$ cat src/rtl/lsu_subword_ctrl.sv
// Load/store unit between execute and word-addressed data memory.
// Sub-word loads extract in place; SB/SH are a two-cycle read-modify-write.
module lsu_subword_ctrl #(
  parameter int addrWidth = 32,
  parameter int ramHeight = 2048,
  parameter int ramWidth  = 32
) (
  input  logic                 clk,
  input  logic                 rst_,
  input  logic                 req_i,
  input  logic                 we_i,
  input  logic [2:0]           funct3_i,
  input  logic [addrWidth-1:0] addr_i,
  input  logic [ramWidth-1:0]  wdata_i,
  output logic [ramWidth-1:0]  rdata_o,
  output logic                 busy_o,
  output logic                 fault_o,
  output logic [addrWidth-1:0] fault_addr_o,
  output logic                 mem_rd_o,
  output logic                 mem_wrt_o,
  output logic [addrWidth-1:0] mem_addr_o,
  output logic [ramWidth-1:0]  mem_wdata_o,
  input  logic [ramWidth-1:0]  mem_rdata_i
);

  typedef enum logic {IDLE, RMW_WR} state_e;

  localparam logic [addrWidth-1:0] IdxLim = addrWidth'(ramHeight);

  state_e               state_q;
  logic [31:0]          word_q;
  logic [addrWidth-1:0] idx_q;
  logic [1:0]           off_q;
  logic                 half_q;
  logic [15:0]          wd_q;
  logic [addrWidth-1:0] fault_addr_q;

  logic [addrWidth-1:0] idx;
  logic is_b, is_h, is_w, is_bu, is_hu;
  logic bad_f3, misal, oor;
  logic act, flt, ld, sw, sub_st, rmw;
  logic [7:0]  byte_sel;
  logic [15:0] half_sel;
  logic [31:0] rdata;
  logic [4:0]  sh;
  logic [31:0] mask, ins, merged;

  assign idx = addr_i >> 2;

  always_comb begin
    is_b   = funct3_i == 3'b000;
    is_h   = funct3_i == 3'b001;
    is_w   = funct3_i == 3'b010;
    is_bu  = funct3_i == 3'b100;
    is_hu  = funct3_i == 3'b101;
    bad_f3 = !(is_b | is_h | is_w | is_bu | is_hu)
           | (we_i & (is_bu | is_hu));
    misal  = ((is_h | is_hu) & addr_i[0])
           | (is_w & |addr_i[1:0]);
    oor    = idx >= IdxLim;
    // rst_ gates the strobes so nothing leaks while reset is held
    act    = rst_ & req_i & (state_q == IDLE);
    flt    = act & (bad_f3 | misal | oor);
    ld     = act & !flt & !we_i;
    sw     = act & !flt & we_i & is_w;
    sub_st = act & !flt & we_i & (is_b | is_h);
    rmw    = rst_ & (state_q == RMW_WR);
  end

  always_comb begin
    byte_sel = mem_rdata_i[{addr_i[1:0], 3'b000} +: 8];
    half_sel = addr_i[1] ? mem_rdata_i[31:16] : mem_rdata_i[15:0];
    rdata    = '0;
    if (ld) begin
      unique case (1'b1)
        is_b:    rdata = {{24{byte_sel[7]}}, byte_sel};
        is_bu:   rdata = {24'b0, byte_sel};
        is_h:    rdata = {{16{half_sel[15]}}, half_sel};
        is_hu:   rdata = {16'b0, half_sel};
        is_w:    rdata = mem_rdata_i;
        default: rdata = '0;
      endcase
    end
  end

  always_comb begin
    sh     = {off_q, 3'b000};
    mask   = (half_q ? 32'h0000_FFFF : 32'h0000_00FF) << sh;
    ins    = {16'b0, wd_q} << sh;
    merged = (word_q & ~mask) | (ins & mask);
  end

  assign rdata_o      = rdata;
  assign busy_o       = sub_st;
  assign fault_o      = flt;
  assign fault_addr_o = fault_addr_q;
  assign mem_rd_o     = ld | sub_st;
  assign mem_wrt_o    = sw | rmw;
  assign mem_addr_o   = rmw ? idx_q : idx;
  assign mem_wdata_o  = rmw ? merged : wdata_i;

  always_ff @(posedge clk or negedge rst_) begin
    if (!rst_) begin
      state_q      <= IDLE;
      word_q       <= '0;
      idx_q        <= '0;
      off_q        <= '0;
      half_q       <= 1'b0;
      wd_q         <= '0;
      fault_addr_q <= '0;
    end else begin
      if (flt) fault_addr_q <= addr_i;
      unique case (state_q)
        IDLE: begin
          if (sub_st) begin
            state_q <= RMW_WR;
            word_q  <= mem_rdata_i;
            idx_q   <= idx;
            off_q   <= addr_i[1:0];
            half_q  <= is_h;
            wd_q    <= wdata_i[15:0];
          end
        end
        RMW_WR:  state_q <= IDLE;
        default: state_q <= IDLE;
      endcase
    end
  end

endmodule

$ cat config.mk
export PLATFORM = sky130hd
export DESIGN_NAME = lsu_subword_ctrl
export DESIGN_NICKNAME = d
export VERILOG_FILES = /design/src/rtl/lsu_subword_ctrl.sv
export SDC_FILE = /design/constraint.sdc
export NUM_CORES = 1
export LEC_CHECK = 0
export BUFFER_PORTS_ARGS = -buffer_cell sky130_fd_sc_hd__clkbuf_2
export CORE_MARGIN = 1
export CORE_UTILIZATION = 35
export CTS_CLUSTER_SIZE = 40
export DETAILED_ROUTE_END_ITERATION = 16
export GPL_TIMING_DRIVEN = 0
export PLACE_DENSITY_LB_ADDON = 0.3
export SLEW_MARGIN = 20
export SYNTH_ARGS = -nofsm -noshare
export SYNTH_HDL_FRONTEND = slang
export SYNTH_SLANG_ARGS = --single-unit
$ cat constraint.sdc
create_clock -name clk -period 5.15 [get_ports clk]
set_input_delay 0.7725 -clock clk [delete_from_list [all_inputs] [get_ports clk]]
set_output_delay 0.7725 -clock clk [all_outputs]
set_load 0.02 [all_outputs]
==> impl.org <==
** Power
- Clock group share of total power :: 50.0%
- Per report_power, the combinational group accounts for 13.4% of the total.
- Net Sw Power :: roughly 0.64 mW
- Total power per unit cell area :: slightly above 300 mW/mm^2
- Switch share :: 24.8%
- Worst vdd rail ir drop :: 210 uV
- For this design the static power due to leakage is 4.40 nW.
- The internal portion of the total power is 1.96 mW.
- Sequential cells burn roughly 37% of the power.
- Total power draw :: 2.60 mW

** STA
- At the pin with the least slew margin, the transition time is 0.954 ns.
- Setup violations remaining at the end of the flow were counted as 0.
- Max Clock Freq :: 0.248 GHz
- Setup repair after global routing left no endpoint under its margin.
- The number of endpoints with negative hold slack in the final report is 0.
- Worst slew margin relative to its limit :: 36.2%
- Clock period minus final worst setup slack :: 4.03 ns
- On the final layout, the worst clock skew is 0.00992 ns.
- The final critical path takes up 78.2% of the cycle.
- The max-slew violation count came to 0.
- Fin Setup TNS :: 0 ns

** Status
- The run finished with clean final reports.

** Layout
- Share of final-layout standard cells stronger than drive strength 1 :: 40.2%
- Final layout net count :: 943
- Antenna diode count :: 0
- Compared with the post-synthesis result, the final layout area differs by 33.7%.
- Final core area utilization :: 48.4%

** Die
- Die Footprint :: 0.0186 sq mm
- From left edge to right edge, the die measures about 140 um.
- In this run the vertical extent of the chip is 136 um.
- In this run the core area contains 48 standard-cell rows.
- between 200 and 250 I/O pins were placed.
- For this configuration, the core starts out at a cell density of 36.2%.
- Floorplan Core Area :: ~0.017 sq mm

** CTS
- The later pin in the worst-skew pair is clocked with a latency of approximately 0.41 ns.
- Buffers added to address setup during post-CTS repair amount to 0.
- Count of cells resized by post-cts repair :: 0
- After clock tree synthesis, the clock-pin slew on the worst setup and hold paths is 0.05 ns.
- TritonCTS built the clock tree.
- Clock buffer depth :: 2
- H-tree level count :: 4
- Post-cts hold buffer count :: 0
- Clock tree synthesis found a total of 114 sinks.
- Inserted Clock Buffers :: 17
- Clock Tree Root :: sky130_fd_sc_hd__clkbuf_16

** Run
- Across the run, the number of max-cap violations was 0.

** Logic synthesis
- Distinct cell type count of the synthesized netlist :: 46
- Synthesis Warnings :: 0
- Sequential cells were found to cover a little under half of the synthesized design area.
- The cell area that synthesis handed to floorplanning was ~0.0063 sq mm.
- The most used flip-flop cell after synthesis is sky130_fd_sc_hd__dfrtp_1.
- Post-synthesis sequential element count :: about 110
- The synthesized design contains 0 enable-type register cells.
- Counting flops with an async set or reset pin after synthesis yields a share of 100%.
- Avg Cell Area, Syn :: 10.8 sq um
- After technology mapping, the gate count stands at 588.

** Critical path
- In this run the worst path has a maximum fanout of 48.
- STA classifies the critical path startpoint as an input pin.
- STA classifies the critical path endpoint as a primary output.
- Worst Path Class, Setup :: in2out
- Arrival time of the worst setup path :: about 3.3 ns
- Required @ worst endpoint :: 4.38 ns

** GRT
- Maximum number of pins on one net before global-route repair :: 72
- Wire length of the first global-routing pass :: 30800 um
- Via count of the first global-routing pass :: 5379
- Antenna violations before repair :: 0
- Global routing consumed, over all layers together, 22.8% of the routing resources.
- Summed over all layers, the global routing overflow is 0.

** Detailed routing
- Number of remaining DRC errors :: 0
- After detailed routing, the average wire length per cell comes to between 15 and 20 um.
- Vias :: 5570
- Via density per instance :: 5.17
- The first detailed-routing pass ran for 4 iterations.
- The first routing iteration left between 200 and 300 violations.
- Summed over all layers, the routed wires come to 20600 um.
- Count of nets left with antenna violations after detail routing :: 0

** Placement
- Weighted congestion reported at the end of routability-driven placement :: 0.854
- Port buffering added 231 buffers.
- Detailed placement finished with a half-perimeter wire length of about 16000 um.

** Min path
- The tightest min-delay check is of the in2async type.
## layout make-up
| type | instances | area (sq um) |
|---|---|---|
| multi-input cells | 426 | 3270 |
| clock inverters | 10 | 179 |
| fillers | 1697 | 9020 |
| inverters | 2 | 7.51 |
| clock buffers | 22 | 474 |
| flip-flops and latches | 114 | 2850 |
| plain buffers | 47 | 198 |
| well taps | 225 | 282 |
| repair buffers | 232 | 1190 |
## cell usage after synthesis, drive strengths merged, types with 2 or more instances
master     n  area share [%]
a211oi     8            0.95
a21boi     2            0.24
a21o       8            0.95
a21oi     33             2.6
a22o      19             2.6
a2bb2oi    9             1.2
and2      19             1.9
and3       2            0.20
and4       2            0.28
buf       20             1.5
clkbuf    27             1.6
dfrtp    114              45
inv        2            0.12
mux2     112              20
mux2i     41             6.5
nand2     60             3.6
nand3      2            0.16
nand4      5            0.59
nor2      31             1.8
nor2b      3            0.30
nor3       2            0.16
nor3b      2            0.24
nor4       5            0.59
o21ai     35             2.8
o221a      7             1.2
or3b       2            0.28
or4        3            0.47
## cell usage in the layout (no fill, tap or decap), types with 11 or more instances in the layout
| cell type | Yosys | layout |
|---|---|---|
| sky130_fd_sc_hd__clkbuf_2 | 0 | 230 |
| sky130_fd_sc_hd__a21oi_1 | 33 | 33 |
| sky130_fd_sc_hd__nand2_1 | 60 | 60 |
| sky130_fd_sc_hd__buf_2 | 11 | 11 |
| sky130_fd_sc_hd__and2_1 | 19 | 19 |
| sky130_fd_sc_hd__nor2_1 | 31 | 31 |
| sky130_fd_sc_hd__dfrtp_1 | 114 | 114 |
| sky130_fd_sc_hd__a22o_1 | 19 | 19 |
| sky130_fd_sc_hd__clkbuf_1 | 27 | 29 |
| sky130_fd_sc_hd__mux2_1 | 61 | 61 |
| sky130_fd_sc_hd__o21ai_0 | 35 | 35 |
| sky130_fd_sc_hd__mux2_2 | 51 | 51 |
| sky130_fd_sc_hd__clkbuf_16 | 0 | 17 |
| sky130_fd_sc_hd__mux2i_1 | 41 | 41 |
## cells by family (layout without fill, tap and decap cells)
kind of cell / after synthesis / count (layout) / synth area share (%)
AO/OA/AOI/OAI: 128 / 128 / 13.7
buffers and inverters: 49 / 313 / 3.24
flip-flops: 114 / 114 / 45.1
multiplexers: 154 / 154 / 26.8
other: 1 / 2 / 0.0593
AND/OR/NAND/NOR: 142 / 142 / 11.1
## power groups by stage
stage	sequential [mW]	combinational [mW]	clock, mW
6_report	0.950	0.349	1.30
3_5_place_dp	0.964	0.351	0
2_1_floorplan	1.00	0.141	0
5_1_grt	0.955	0.376	1.36
3_3_place_gp	0.965	0.343	0
4_1_cts	0.950	0.351	1.32
## registers in the layout, summed over array words and instances (netlist names)
register      count
state_q           1
idx_q            30
word_q           32
wd_q             16
fault_addr_o     32
half_q            1
off_q             2
## layer usage
metal | global-route usage, % | part of all wire [%] | up-vias
li1 | - | - | 2649
met1 | 29.1 | 44 | 2681
met2 | 37.7 | 48 | 211
met3 | 3.91 | 5.3 | 29
met4 | 9.75 | 2.4 | 0
met5 | 0 | 0 | -
## worst max-delay path, cell delays in order
cell and delay, ns:
sky130_fd_sc_hd__clkbuf_8 0.26, sky130_fd_sc_hd__nand2_1 0.33, sky130_fd_sc_hd__buf_1 0.65, sky130_fd_sc_hd__clkbuf_1 0.63, sky130_fd_sc_hd__mux2_2 0.41, sky130_fd_sc_hd__clkbuf_2 0.16
## path summary, 6_finish.rpt
kind,depth (start not counted),slack [ns],from,end
max,6,1.12,rst_,mem_addr_o[25]
min,1,0.30,rst_,word_q[2]
max reg2reg,5,2.92,state_q,wd_q[1]
min reg2reg,1,0.48,idx_q[11],idx_q[11]
max in group asynchronous,2,4.18,rst_,fault_addr_o[28]
min in group clk,1,0.48,idx_q[11],idx_q[11]
## metrics by stage
step / cells / instance area, sq um / hold WS [ns] / setup slack, ns
CTS: 1078 / 8460 / 0.307 / 1.11
floorplan: 589 / 6330 / 0.449 / 1.60
global route: 1078 / 8460 / 0.321 / 1.02
detailed placement: 1046 / 7800 / 0.467 / 1.12
finish: 1078 / 8460 / 0.298 / 1.12
global placement: 1045 / 7770 / 0.468 / -1.04
Power figures use the tool's default switching activity.
